--- src/rtl/piso_tx.sv ---
// rtl/piso_tx.sv - UART serial transmitter (parallel in, serial out) with parity
//
// Purpose:
//   Accepts a byte over a load/ready handshake, builds an 11-bit frame
//   {stop, parity, data[7:0], start} and shifts it out LSB-first on data_tx,
//   one bit per baud_clk edge, followed by STOP_BITS stop cycles.
//
// Parameters:
//   PARITY_ODD : 0 = even parity (parity = ^data), 1 = odd parity (parity = ~^data)
//   STOP_BITS  : number of stop-bit cycles, 1 or 2
//
// Optional feature:
//   PISO_TX_HOLD_EN : adds a one-entry hold register so a byte can be
//                     accepted while busy and sent with zero idle gap.
//
// Ports:
//   baud_clk    in   bit clock, one serial bit per rising edge
//   reset       in   asynchronous, active-high reset
//   data_in     in   byte to transmit, sampled when load && ready
//   load        in   transmit request (valid)
//   ready       out  block can accept a byte this cycle (combinational)
//   data_tx     out  serial line, idles high
//   tx_frame    out  registered copy of the frame being sent
//   active_flag out  high for every cycle data_tx carries a frame bit
//   done_flag   out  one-cycle pulse when a frame completes

module piso_tx #(
  parameter bit PARITY_ODD = 1'b0,
  parameter int STOP_BITS  = 1
) (
  input  logic        baud_clk,
  input  logic        reset,
  input  logic [7:0]  data_in,
  input  logic        load,
  output logic        ready,
  output logic        data_tx,
  output logic [10:0] tx_frame,
  output logic        active_flag,
  output logic        done_flag
);

  typedef enum logic [2:0] {
    IDLE   = 3'd0,
    START  = 3'd1,
    DATA   = 3'd2,
    PARITY = 3'd3,
    STOP   = 3'd4
  } state_t;

  // Stop counter value that marks the final stop cycle.
  localparam logic STOP_LAST = 1'(STOP_BITS - 1);

  state_t      state_q, state_d;
  logic [2:0]  bit_cnt_q, bit_cnt_d;
  logic        stop_cnt_q, stop_cnt_d;
  logic        data_tx_q, data_tx_d;
  logic        active_q, active_d;
  logic        done_q, done_d;
  logic [10:0] frame_q, frame_d;
  logic [7:0]  cur_data;

`ifdef PISO_TX_HOLD_EN
  logic        hold_valid_q, hold_valid_d;
  logic [7:0]  hold_data_q, hold_data_d;
`endif

  function automatic logic [10:0] build_frame(input logic [7:0] b);
    logic par;
    par = PARITY_ODD ? ~^b : ^b;
    return {1'b1, par, b, 1'b0};
  endfunction

`ifdef PISO_TX_HOLD_EN
  assign ready = (state_q == IDLE) | ~hold_valid_q;
`else
  assign ready = (state_q == IDLE);
`endif

  assign cur_data = frame_q[8:1];

  always_comb begin
    state_d    = state_q;
    bit_cnt_d  = bit_cnt_q;
    stop_cnt_d = stop_cnt_q;
    data_tx_d  = data_tx_q;
    active_d   = active_q;
    done_d     = 1'b0;
    frame_d    = frame_q;
`ifdef PISO_TX_HOLD_EN
    hold_valid_d = hold_valid_q;
    hold_data_d  = hold_data_q;
    // A byte accepted while a frame is in flight parks in the hold register.
    if (load && ready && (state_q != IDLE)) begin
      hold_valid_d = 1'b1;
      hold_data_d  = data_in;
    end
`endif

    case (state_q)
      IDLE: begin
        data_tx_d = 1'b1;
        if (load) begin
          frame_d   = build_frame(data_in);
          data_tx_d = 1'b0;
          active_d  = 1'b1;
          state_d   = START;
        end
      end
      START: begin
        data_tx_d = cur_data[0];
        bit_cnt_d = 3'd0;
        state_d   = DATA;
      end
      DATA: begin
        if (bit_cnt_q == 3'd7) begin
          data_tx_d = frame_q[9];
          state_d   = PARITY;
        end else begin
          bit_cnt_d = bit_cnt_q + 3'd1;
          data_tx_d = cur_data[bit_cnt_q + 3'd1];
        end
      end
      PARITY: begin
        data_tx_d  = 1'b1;
        stop_cnt_d = 1'b0;
        state_d    = STOP;
      end
      STOP: begin
        data_tx_d = 1'b1;
        if (stop_cnt_q == STOP_LAST) begin
          done_d   = 1'b1;
          active_d = 1'b0;
          state_d  = IDLE;
`ifdef PISO_TX_HOLD_EN
          // Chain straight into the next frame: pending hold byte first,
          // otherwise a load arriving on this very edge.
          if (hold_valid_q || load) begin
            frame_d      = build_frame(hold_valid_q ? hold_data_q : data_in);
            data_tx_d    = 1'b0;
            active_d     = 1'b1;
            state_d      = START;
            hold_valid_d = 1'b0;
          end
`endif
        end else begin
          stop_cnt_d = stop_cnt_q + 1'b1;
        end
      end
      default: begin
        data_tx_d = 1'b1;
        active_d  = 1'b0;
        state_d   = IDLE;
      end
    endcase
  end

  always_ff @(posedge baud_clk or posedge reset) begin
    if (reset) begin
      state_q    <= IDLE;
      bit_cnt_q  <= 3'd0;
      stop_cnt_q <= 1'b0;
      data_tx_q  <= 1'b1;
      active_q   <= 1'b0;
      done_q     <= 1'b0;
      frame_q    <= 11'd0;
`ifdef PISO_TX_HOLD_EN
      hold_valid_q <= 1'b0;
      hold_data_q  <= 8'd0;
`endif
    end else begin
      state_q    <= state_d;
      bit_cnt_q  <= bit_cnt_d;
      stop_cnt_q <= stop_cnt_d;
      data_tx_q  <= data_tx_d;
      active_q   <= active_d;
      done_q     <= done_d;
      frame_q    <= frame_d;
`ifdef PISO_TX_HOLD_EN
      hold_valid_q <= hold_valid_d;
      hold_data_q  <= hold_data_d;
`endif
    end
  end

  assign data_tx     = data_tx_q;
  assign tx_frame    = frame_q;
  assign active_flag = active_q;
  assign done_flag   = done_q;

endmodule
--- config.mk ---
export PLATFORM = sky130hd
export DESIGN_NAME = piso_tx
export DESIGN_NICKNAME = d
export VERILOG_FILES = /design/src/rtl/piso_tx.sv
export SDC_FILE = /design/constraint.sdc
export NUM_CORES = 1
export LEC_CHECK = 0
export BUFFER_PORTS_ARGS = -buffer_cell sky130_fd_sc_hd__buf_2
export CAP_MARGIN = 20
export CELL_PAD_IN_SITES_DETAIL_PLACEMENT = 2
export CELL_PAD_IN_SITES_GLOBAL_PLACEMENT = 2
export CORE_ASPECT_RATIO = 0.5
export CORE_UTILIZATION = 29
export DETAILED_ROUTE_END_ITERATION = 8
export HOLD_SLACK_MARGIN = 0.05
export PLACE_DENSITY_LB_ADDON = 0.1
export REMOVE_ABC_BUFFERS = 1
export SYNTH_ARGS = -nofsm -noshare
export SYNTH_HDL_FRONTEND = slang
export SYNTH_SLANG_ARGS = --single-unit
--- constraint.sdc ---
create_clock -name baud_clk -period 1.75 [get_ports baud_clk]
set_input_delay 0.4375 -clock baud_clk [delete_from_list [all_inputs] [get_ports baud_clk]]
set_output_delay 0.4375 -clock baud_clk [all_outputs]
set_load 0.03 [all_outputs]
==> flow_metrics.tcl, run 1 <==
set metrics [dict create \
    die_h_um 42.7 \
    seq_power_share_pct 32.2 \
    fin_worst_skew_ps 4.55 \
    clkPwrFrac_pct 12.4 \
    hold_path_class "input port to async pin" \
    antenna_found_initial 0 \
    status "complete, but fails checks" \
    setup_viol 1 \
    cts_sinks 19 \
    cts_tree "built" \
    globalplace.congestion 0.736 \
    pwr_density_cell_nw_per_um2 2060 \
    first_global_vias 792 \
    syn_inst 82 \
    synth_area_per_cell_sq_um 11.7 \
    synth_top_area_share_pct 46.8 \
    avgViaCountPerCell 4.72 \
    clock_path_buffers 2 \
    placed_cells 149 \
    die_w_um 83.5 \
    ys_ff_latch 19 \
    rows 14 \
    seq_area_frac_synth_pct 49.5 \
    start_util_pct 31.2 \
    layout_setup_ws_ps -39.5 \
    ant_nets 0 \
    p_leak_nw 0.550 \
    finalCritPeriodShare_pct 102 \
    dieArea_sq_um 3570 \
    fmax_ghz 0.559 \
    power_mw 2.55 \
    routedWlPerCell_um 15.9 \
    syn_to_final_growth_pct 28.5 \
    max_cap_viol_count 0 \
    power.internal_mw 1.45 \
    drive_above_1_share_pct 46.5 \
    crit_type "register to register" \
    post-route-util_pct 40.1 \
    holdBufCountCts 0 \
    dr.pass1.iters 2 \
    arrival_ps 1980 \
    violations "negative setup slack" \
    routed_wl_um 2450 \
    fin_area_sq_um 1240 \
    cp_max_fo 3 \
    fin_cells 154 \
    pre_cts_slack_ps -125 \
    antenna_cells 0 \
    ys_types 25 \
    syn_area_sq_um 962 \
    placed_area_sq_um 1160 \
    root_buffer "clkbuf_8" \
    track_usage_pct 15.3 \
    detail_route.drc_violations 0 \
    numCtsBuffers 3 \
    fin_crit_ps 1790 \
    drtIter0Drc 27 \
    clkLatencyLatePin_ps 260 \
    drv_slew 0 \
    critPathLaunchType "register" \
    synthTopCellsByArea "dfrtp_1 47%, mux2_2 11%, xnor2_1 7.3%" \
    io-pin-count 26 \
    port_buffers 24 \
    yosys.area.top_type "dfrtp_1" \
    grt_max_degree 20 \
    nets 128 \
    ys_warn_count 0 \
    cp-end-kind "register" \
    clk_pin_slew_worst_paths_ps 80 \
    vias 727 \
    core_area_sq_um 3080 \
    switchingPower_mw 1.10 \
    finalHoldViolCount 0 \
    htree_levels 1 \
    whs_ps 190 \
    finalSetupTns_ps -39.5 \
    ir_worst_vdd_uv 828 \
    grt_pass1_wl_um 4080 \
    worstPathRequired_ps 1940 \
    grt.overflow.total 0 \
    p_sw_share_pct 43.1 \
    rsz0062_at_grt "true" \
    combPwrFrac_pct 55.4 \
]
cell usage in the layout, fill, tap and decap left out, drive strengths merged, types with 2 or more instances in the layout:
cell type / instances
xnor2: 8
nor2b: 2
mux2: 9
buf: 33
mux2i: 2
ha: 2
dfrtp: 18
nand2: 3
o21ai: 4
nor2: 4
and2: 2
mux4: 2
a21oi: 7
nand2b: 3
clkbuf: 4
nor3: 3
flip-flops by register name, indices dropped and copies added, names as in the netlist:
name	cells
state_q	3
active_flag	1
bit_cnt_q	3
data_tx	1
tx_frame	10
done_flag	1
Yosys cell counts:
cell / number
a21oi_1: 7
and2_1: 2
and3b_1: 1
buf_2: 1
buf_4: 3
clkbuf_1: 1
conb_1: 1
dfrtp_1: 18
dfstp_2: 1
ha_1: 2
inv_1: 1
mux2_2: 9
mux2i_1: 2
mux4_1: 2
nand2_1: 3
nand2b_1: 3
nor2_1: 4
nor2b_1: 2
nor3_1: 3
nor3b_1: 1
o21ai_0: 4
or2_2: 1
or3_1: 1
or3b_2: 1
xnor2_1: 8
critical path: stages, from the launching register on:
cell	delay [ps]
dfrtp_1	420
ha_4	300
mux4_2	500
mux2i_1	140
nor3_1	50
or3_1	310
cell type report:
cell class                      count  area, sq um
Multi-Input combinational cell     57          473
Clock buffer                        4         45.0
Sequential cell                    19          477
Inverter                            1         3.75
Fill cell                         339         1850
Timing Repair Buffer               33          188
Tap cell                           40         50.0
routing by layer:
metal,global-route usage (%),wire length (um),vias up
met4,4.07,14,0
met5,0,0,-
met2,25.7,1190,17
met3,4.47,119,2
li1,-,-,341
met1,19.5,1140,367
worst paths after layout:
| check | slack [ps] | start | end | cells past startpoint |
|---|---|---|---|---|
| worst max-delay path | -40 | bit_cnt_q[1]$_DFFE_PP0P_ | data_tx$_DFF_PP1_ | 5 |
| worst min-delay path | 190 | reset | tx_frame[9]$_DFFE_PP0P_ | 3 |
| worst max register to register | -40 | bit_cnt_q[1]$_DFFE_PP0P_ | data_tx$_DFF_PP1_ | 5 |
| worst min register to register | 470 | tx_frame[10]$_DFFE_PP0P_ | tx_frame[10]$_DFFE_PP0P_ | 1 |
| max in group asynchronous | 1290 | reset | data_tx$_DFF_PP1_ | 3 |
| min in group baud_clk | 430 | data_in[6] | tx_frame[7]$_DFFE_PP0P_ | 2 |
cell families (layout without fill, tap and decap cells):
group | Yosys count | after routing | share of synthesized area, %
AOI/OAI and AO/OA | 11 | 11 | 5.72
xor gates and xnor gates | 8 | 8 | 7.28
adders and majority gates | 2 | 2 | 2.60
buffers and inverters | 6 | 38 | 3.64
DFF | 19 | 19 | 49.5
muxes | 13 | 13 | 18.1
other | 1 | 1 | 0.390
and+or+nand+nor | 22 | 22 | 12.7
repair_timing:
action,in CTS,in global routing
gates resized for setup,5,1
setup endpoints to repair,2,3
pin swaps,1,1
hold endpoints to repair,0,0
setup buffers,0,1
power by group through the flow:
stage	logic (mW)	clock network (mW)	registers, mW
after floorplan	0.615	0	1.07
after global placement	1.27	0	0.799
after detailed placement	1.32	0	0.815
after CTS	1.40	0.328	0.823
after global routing	1.53	0.347	0.843
final	1.41	0.316	0.820
(Power assumes the default switching activity.)
==> run 2, diff against run 1 <==
--- a/config.mk
+++ b/config.mk
@@ -7,10 +7,9 @@
 export LEC_CHECK = 0
 export BUFFER_PORTS_ARGS = -buffer_cell sky130_fd_sc_hd__buf_2
 export CAP_MARGIN = 20
-export CELL_PAD_IN_SITES_DETAIL_PLACEMENT = 2
-export CELL_PAD_IN_SITES_GLOBAL_PLACEMENT = 2
-export CORE_ASPECT_RATIO = 0.5
-export CORE_UTILIZATION = 29
+export CELL_PAD_IN_SITES_DETAIL_PLACEMENT = 0
+export CELL_PAD_IN_SITES_GLOBAL_PLACEMENT = 1
+export CORE_UTILIZATION = 42
 export DETAILED_ROUTE_END_ITERATION = 8
 export HOLD_SLACK_MARGIN = 0.05
 export PLACE_DENSITY_LB_ADDON = 0.1
==> constraint.sdc (replaced) <==
create_clock -name baud_clk -period 2.3 [get_ports baud_clk]
set_input_delay 0.575 -clock baud_clk [delete_from_list [all_inputs] [get_ports baud_clk]]
set_output_delay 0.575 -clock baud_clk [all_outputs]
set_load 0.03 [all_outputs]
==> run 2 against run 1 <==
  * The flow now finishes without violations
  * Final cell count is 13% lower
  * Clock skew is 1.1 ps lower
  * Clock power is 48% lower
  * Count of clock-buffer cells in the layout is 1 lower
  * Combinational power is 34% lower
  * Critical path depth stayed put
  * Register-to-register slack better by 430 ps
  * Sequential share of layout area is 3.7 points higher
  * Worst hold slack better by 180 ps
  * Routed wire length is 31% lower
  * Die area is 30% lower
  * Largest cell class unchanged
==> flow_metrics.tcl, run 2 (same netlist as run 1, synthesis figures left out) <==
set metrics [dict create \
    grt_max_degree 20 \
    placed_area_sq_um 1100 \
    status "finished, final reports clean" \
    pwr_density_cell_nw_per_um2 1500 \
    dr.pass1.iters 4 \
    cts_tree "built" \
    worstPathRequired_ps 2520 \
    root_buffer "clkbuf_4" \
    hold_path_class "input port to async pin" \
    hpwl_um 1300 \
    fin_crit_ps 1910 \
    cp_max_fo 4 \
    max_cap_viol_count 0 \
    fin_area_sq_um 1130 \
    critical_path.slowest_cell "mux4_1" \
    clk_pin_slew_worst_paths_ps 110 \
    antenna_found_initial 0 \
    globalplace.congestion 0.837 \
    die_h_um 49.9 \
    ir_worst_vdd_uv 691 \
    track_usage_pct 17.0 \
    clkLatencyLatePin_ps 290 \
    crit_type "register to register" \
    routedWlPerCell_um 12.6 \
    antenna_cells 0 \
    reg2reg_setup_slack_ps 390 \
    crit_path_cell_trace "ha_1, mux4_1, mux2i_1, nor3_1, or3_1" \
    fin_cells 134 \
    holdBufCountCts 0 \
    cts_sinks 19 \
    final_common_cell "buf_2" \
    drv_slew 0 \
    drtIter0Drc 7 \
    rr_worst_depth 5 \
    drive_above_1_share_pct 39.3 \
    placed_cells 130 \
    avgViaCountPerCell 4.99 \
    rsz0062_at_grt "false" \
    dieArea_sq_um 2490 \
    first_global_vias 685 \
    arrival_ps 2130 \
    io-pin-count 26 \
    htree_levels 1 \
    max_slew.worst_pin.slew_ps 699 \
    rows 16 \
    cp-end-kind "register" \
    largest_reg_flops 10 \
    routed_wl_um 1690 \
    syn_to_final_growth_pct 17.2 \
    fmax_ghz 0.524 \
    p_leak_nw 0.519 \
    grt.overflow.total 0 \
    final.fill_count 199 \
    cts_resized 0 \
    nets 121 \
    start_util_pct 46.7 \
    relSlewSlack_pct 53.4 \
    detail_route.drc_violations 0 \
    clock_path_buffers 2 \
    core_area_sq_um 2060 \
    finalHoldViolCount 0 \
    grt_pass1_wl_um 3100 \
    ant_nets 0 \
    numCtsBuffers 3 \
    critPathLaunchType "register" \
    finalCritPeriodShare_pct 82.9 \
    vias 668 \
    finalSetupTns_ps 0 \
    port_buffers 24 \
    whs_ps 372 \
    max_stage_delay_ps 560 \
    die_w_um 49.9 \
    final_cell_mix "24 x buf_2, 18 x dfrtp_1, 9 x mux2_2" \
    fin_worst_skew_ps 3.45 \
    post-cts-setup-buffers 0 \
    setup_viol 0 \
]
[run 2: path summary, 6_finish.rpt]
kind / to / start
max: data_tx$_DFF_PP1_ / bit_cnt_q[0]$_DFFE_PP0P_
min: tx_frame[2]$_DFFE_PP0P_ / reset
max reg2reg: data_tx$_DFF_PP1_ / bit_cnt_q[0]$_DFFE_PP0P_
min reg2reg: tx_frame[10]$_DFFE_PP0P_ / tx_frame[10]$_DFFE_PP0P_
max in group asynchronous: bit_cnt_q[2]$_DFFE_PP0P_ / reset
min in group baud_clk: tx_frame[10]$_DFFE_PP0P_ / tx_frame[10]$_DFFE_PP0P_
[run 2: where the power goes]
| group | internal [mW] | total [mW] | leakage, nW | switching (mW) |
|---|---|---|---|---|
| combinational | 0.404 | 0.926 | 0.275 | 0.521 |
| clock | 0.0646 | 0.164 | 0.0177 | 0.0997 |
| sequential | 0.486 | 0.597 | 0.226 | 0.111 |
[run 2: worst max-delay path, delay by kind of cell (launching register included)]
kind	cells	cell delay (ps)
muxes	2	700
DFF	1	430
and+or+nand+nor	2	350
adders and majority gates	1	360
[run 2: per-layer routing]
metal	global-route usage, %	wire [um]	up-vias
li1	-	-	334
met1	21.5	785	315
met2	28.4	839	17
met3	3.70	65	2
met4	5.71	4	0
met5	0	0	-
[run 2: stage by stage]
| stage | utilization, % | setup slack, ps | total power [mW] |
|---|---|---|---|
| final | 54.7 | 393 | 1.69 |
| after global routing | 54.7 | 260 | 1.82 |
| after CTS | 54.7 | 363 | 1.71 |
| after detailed placement | 53.3 | 392 | 1.54 |
| after global placement | 53.3 | 426 | 1.53 |
| after floorplan | - | 144 | 1.28 |
[run 2: area by class of cell]
class | count | area [sq um] | area share, %
multi-input combinational | 57 | 450 | 40.0
sequential | 19 | 477 | 42.3
clock buffer | 3 | 22.5 | 2.00
tap | 27 | 33.8 | 3.00
clock inverter | 1 | 5.00 | 0.444
timing repair buffer | 26 | 135 | 12.0
inverter | 1 | 3.75 | 0.333
